<file path="src/rtl/lector_gray_binario.sv">
// -----------------------------------------------------------------------------
// lector_gray_binario
//
// Reads an absolute-encoder Gray code that is asynchronous to clk. The code
// is synchronized, converted to binary, and checked against the last accepted
// position. Single-bit Gray steps are accepted as legal moves. Multi-bit jumps
// are flagged as errors, and the reader then resynchronizes to the new value.
//
// Ports
//   clk          system clock; all state updates on the rising edge
//   rst_n        asynchronous active-low reset
//   Gray         encoder Gray code, asynchronous to clk
//   Habilitar    enable for position acceptance
//   Binario      registered binary position
//   Valido       one-cycle pulse on each accepted position
//   Direccion    direction of last accepted step (1 = up, 0 = down)
//   Error        one-cycle pulse on each illegal transition
//   ContErrores  saturating count of illegal transitions
//
// FSM states
//   state | meaning
//   ------+-----------------------------------------------------------------
//   INIT  | no reference position yet; first enabled sample is loaded as-is
//   RUN   | reference held in gq; new samples are checked against it
// -----------------------------------------------------------------------------
module lector_gray_binario #(
    parameter int WIDTH = 4
) (
    input  logic             clk,
    input  logic             rst_n,
    input  logic [WIDTH-1:0] Gray,
    input  logic             Habilitar,
    output logic [WIDTH-1:0] Binario,
    output logic             Valido,
    output logic             Direccion,
    output logic             Error,
    output logic [7:0]       ContErrores
);

    typedef enum logic {
        INIT = 1'b0,
        RUN  = 1'b1
    } state_t;

    state_t           state, state_n;
    logic [WIDTH-1:0] s1, s2;
    logic [WIDTH-1:0] gq, gq_n;
    logic [WIDTH-1:0] bin_n;
    logic             valido_n, direccion_n, error_n;
    logic [7:0]       cont_n;

    logic [WIDTH-1:0] bin_s2, bin_gq, diff;
    logic             one_bit, step_up;

    function automatic logic [WIDTH-1:0] gray2bin(input logic [WIDTH-1:0] g);
        logic [WIDTH-1:0] b;
        b[WIDTH-1] = g[WIDTH-1];
        for (int i = WIDTH - 2; i >= 0; i--) begin
            b[i] = b[i+1] ^ g[i];
        end
        return b;
    endfunction

    assign bin_s2 = gray2bin(s2);
    assign bin_gq = gray2bin(gq);
    assign diff   = s2 ^ gq;
    // Exactly one bit set: nonzero and clearing the lowest set bit leaves zero.
    assign one_bit = (diff != '0) && ((diff & (diff - 1'b1)) == '0);
    // Modular compare, so 2^WIDTH-1 -> 0 counts as an upward step.
    assign step_up = (bin_s2 == bin_gq + 1'b1);

    always_comb begin
        state_n     = state;
        gq_n        = gq;
        bin_n       = Binario;
        direccion_n = Direccion;
        cont_n      = ContErrores;
        valido_n    = 1'b0;
        error_n     = 1'b0;
        if (Habilitar) begin
            case (state)
                INIT: begin
                    gq_n     = s2;
                    bin_n    = bin_s2;
                    valido_n = 1'b1;
                    state_n  = RUN;
                end
                RUN: begin
                    if (one_bit) begin
                        gq_n        = s2;
                        bin_n       = bin_s2;
                        valido_n    = 1'b1;
                        direccion_n = step_up;
                    end else if (diff != '0) begin
                        // Resync to the new value so a stable input errors once.
                        gq_n    = s2;
                        bin_n   = bin_s2;
                        error_n = 1'b1;
                        if (ContErrores != 8'hFF) begin
                            cont_n = ContErrores + 8'd1;
                        end
                    end
                end
                default: state_n = INIT;
            endcase
        end
    end

    always_ff @(posedge clk or negedge rst_n) begin
        if (!rst_n) begin
            state <= INIT;
        end else begin
            state <= state_n;
        end
    end

    always_ff @(posedge clk or negedge rst_n) begin
        if (!rst_n) begin
            s1          <= '0;
            s2          <= '0;
            gq          <= '0;
            Binario     <= '0;
            Valido      <= 1'b0;
            Direccion   <= 1'b0;
            Error       <= 1'b0;
            ContErrores <= 8'd0;
        end else begin
            s1          <= Gray;
            s2          <= s1;
            gq          <= gq_n;
            Binario     <= bin_n;
            Valido      <= valido_n;
            Direccion   <= direccion_n;
            Error       <= error_n;
            ContErrores <= cont_n;
        end
    end

endmodule

</file>
<file path="config.mk">
export PLATFORM = sky130hd
export DESIGN_NAME = lector_gray_binario
export DESIGN_NICKNAME = d
export VERILOG_FILES = /design/src/rtl/lector_gray_binario.sv
export SDC_FILE = /design/constraint.sdc
export NUM_CORES = 1
export LEC_CHECK = 0
export BUFFER_PORTS_ARGS = -buffer_cell sky130_fd_sc_hd__buf_4
export CAP_MARGIN = 5
export CORE_MARGIN = 2
export CORE_UTILIZATION = 35
export CTS_CLUSTER_DIAMETER = 120
export DETAILED_ROUTE_END_ITERATION = 10
export GPL_TIMING_DRIVEN = 0
export MAX_ROUTING_LAYER = met4
export SETUP_SLACK_MARGIN = 0.4
export SLEW_MARGIN = 25
export SYNTH_ARGS = -nofsm -noshare
export SYNTH_HDL_FRONTEND = slang
export SYNTH_SLANG_ARGS = --single-unit
</file>
<file path="constraint.sdc">
create_clock -name clk -period 2 [get_ports clk]
set_input_delay 0.1 -clock clk [delete_from_list [all_inputs] [get_ports clk]]
set_output_delay 0.1 -clock clk [all_outputs]
set_load 0.03 [all_outputs]
</file>
==> impl_results.md <==
* Synth cell types at 28
* R2R depth at 5
* CP Class: flop to flop
* Worst vdd ir at 0.4951 mV
* Detailed Routing Iterations Pass 1 at 4
* CTS tree: done
* Top Family by Delay on Critical Path: flip-flops
* Clk root buf: clkbuf_4
* Sink Count at 27
* Status: complete, no violations
* Number of global-route vias before repair at 945
* Reg power frac at 42.5%
* Largest net degree at the start of global routing at 28
* Initial antenna violation count at 0
* Final setup violation count at 0
* Share of total power in the clock network at 12.9%
* 1st-iter DRT viols at 27
* Max cap viols at 0
* Combinational fraction of design power at 44.7%
* Synth warn at 0
* Worst slack, placed at -0.01863 ns
* Area leader, netlist: dfrtp_1
* Final Hold Viols at 0
* Relative slew slack at 69.44%
* Switching Share at 38.40%
* Worst path max stage delay at 0.53 ns
* Final period utilization at 93.10%
* WP buf/inv at 1
* Post-route minimum period at 1.862 ns
* Clk slew on worst S/H paths at 0.14 ns
* Die height at 63.82 um
* Antenna Violating Nets Remaining at 0
* Share of flip-flops with an asynchronous set or reset at 100.0%
* Share of cells above drive strength 1 at 49.66%
* DRC viols at 0
* Synthesized area at 1252 um^2
* Sequential area share after synthesis at 53.95%
* Worst path arrival time at 2.08 ns
* WL per Instance at 13.68 um
* Int Pwr at 1.132 mW
* Total Power at 1.837 mW
* I/O pin cnt at 22
* CTS buffer count at 3
* R2R Path End: ContErrores[1]
* Core box area at 3390 um^2
* Global placement routability congestion at 0.8017
* CP Cell Sequence: xnor2_4 > maj3_2 > a211oi_4 > buf_6 > mux2_4
* H-tree levels at 1
* Clock skew after layout at 0.002988 ns
* Reg2reg start: gq[2]
* Power Density at 974.8 nW/um^2
* Setup ws final at 0.1380 ns
* Total Wirelength at 2640 um
* Synthesized instance count at 104
* R2R Setup Slk at 0.14 ns
* RSZ-0062 raised after global routing: yes
* Count of nets after finishing at 157
* Share of the synthesized area in the top cell type at 53.95%
* Final HPWL DP at 1678 um
* Clock Latency Late Sink at 0.32 ns
* Via count at 920
* IO buf count at 20
* GR Overflow Total at 0
* Hold Crit Class: primary input to asynchronous set/reset pin
* Static leakage at 0.8225 nW
* Final slew viol count at 0
* Hold_ws at 0.2044 ns
* Critical Path End Type: flop
* Synthesized net count at 113
* First-pass GRT wire length at 4222 um
* Synth cell count leaders: dfrtp_1 (27), xnor2_1 (14), nand2_1 (9)
* Mapped Avg Cell Area at 12.04 um^2
* Chip width at 63.82 um
* WP data required at 2.22 ns
* Total GRT Usage at 13.79%
* Top post-synthesis cells by area: dfrtp_1 (54%), xnor2_1 (9.8%), xor2_1 (5.6%), mux2_2 (4.5%), nand2_1 (2.7%)
* Die Area at 4073 um^2
* Initial core utilization at 36.95%
* Clock Path Buffers at 2
* Area delta synth->final at 50.45%
* Post-synth EDFFs at 0
* Worst-path maximum fanout at 5
* Top-count cell post-synth: dfrtp_1
* Diodes inserted at 0
* Synthesis-stage register bit count at 27
* Crit path launch type: flop
* FP Rows at 21
* Slew @ Worst Pin at 0.4584 ns
* Critical Path Slowest Stage Cell: dfrtp_2
* Achievable Freq at 537.0 MHz
* Sw power at 705.3 uW
* Vias per cell at 4.767
* Main synth FF type: dfrtp_1
-- sequential cells by signal, summed over array words and instances (netlist names) --
signal	flops
Error	1
s2	4
gq	3
state	1
s1	4
Direccion	1
Valido	1
Binario	4
ContErrores	8
-- power groups by stage --
stage | registers (mW) | logic, mW | clock network, mW
floorplan | 0.924 | 0.287 | 0
global placement | 0.765 | 0.653 | 0
detailed placement | 0.773 | 0.667 | 0
CTS | 0.768 | 0.717 | 0.243
global route | 0.799 | 0.884 | 0.269
finish | 0.780 | 0.820 | 0.237
-- per-layer routing --
layer	track usage, %	share of wire, %	wire length, um
met1	14.70	40	1067
met2	25.65	55	1457
met3	2.113	2.7	71
met4	4.891	1.7	44
met5	-	0	0
-- final cells by class --
type / count / area (um^2)
tap: 46 / 57.56
fill: 278 / 1505
multi-input combinational: 68 / 735.7
clock buffer: 4 / 26.28
buffer: 4 / 27.53
inverter: 5 / 18.77
sequential: 27 / 684.4
timing repair buffer: 39 / 334.1
-- how the worst max path moves through the flow --
stage | start | to | cells after the start
floorplan | gq[0] | ContErrores[1] | 5
global placement | Binario[3] | Direccion | 7
detailed placement | Binario[3] | Direccion | 7
CTS | Binario[3] | Direccion | 7
global route | gq[2] | Direccion | 7
finish | gq[2] | ContErrores[1] | 5
-- what timing repair did --
action | 4_1_cts | 5_1_grt
buffers inserted | 5 | 9
hold endpoints to repair | 31 | 0
pin swaps | 3 | 8
gates resized for setup | 12 | 18
endpoints found under the setup margin | 12 | 12
hold buffers | 5 | 0
-- cells in the final DEF (no fill, tap or decap), drive strengths merged, types with 2 or more instances in the layout --
| cell type | n |
|---|---|
| nand2 | 9 |
| and3 | 3 |
| buf | 37 |
| inv | 5 |
| dlygate4sd3 | 5 |
| nand4 | 4 |
| o21ai | 4 |
| a311oi | 2 |
| mux2 | 5 |
| nor4 | 3 |
| xor2 | 8 |
| ha | 2 |
| clkbuf | 5 |
| dfrtp | 27 |
| nor3 | 3 |
| xnor2 | 14 |
-- kinds of logic after synthesis --
kind of cell / synth area share [%]
simple gates: 9.689
buf+inv: 3.197
mux: 4.495
xor+xnor: 17.18
fa+ha+maj: 2.897
flops: 53.95
compound gates: 8.592
-- stage by stage --
| step | instances | setup TNS, ns | utilization [%] | area, um^2 |
|---|---|---|---|---|
| CTS | 184 | 0 | 49.35 | 1673 |
| global route | 193 | 0 | 55.59 | 1884 |
| floorplan | 104 | 0 | - | 1289 |
| detailed placement | 170 | -0.01863 | 44.15 | 1496 |
| finish | 193 | 0 | 55.59 | 1884 |
| global placement | 170 | 0 | 44.15 | 1496 |
No activity file was read; power rests on OpenSTA's default activity.
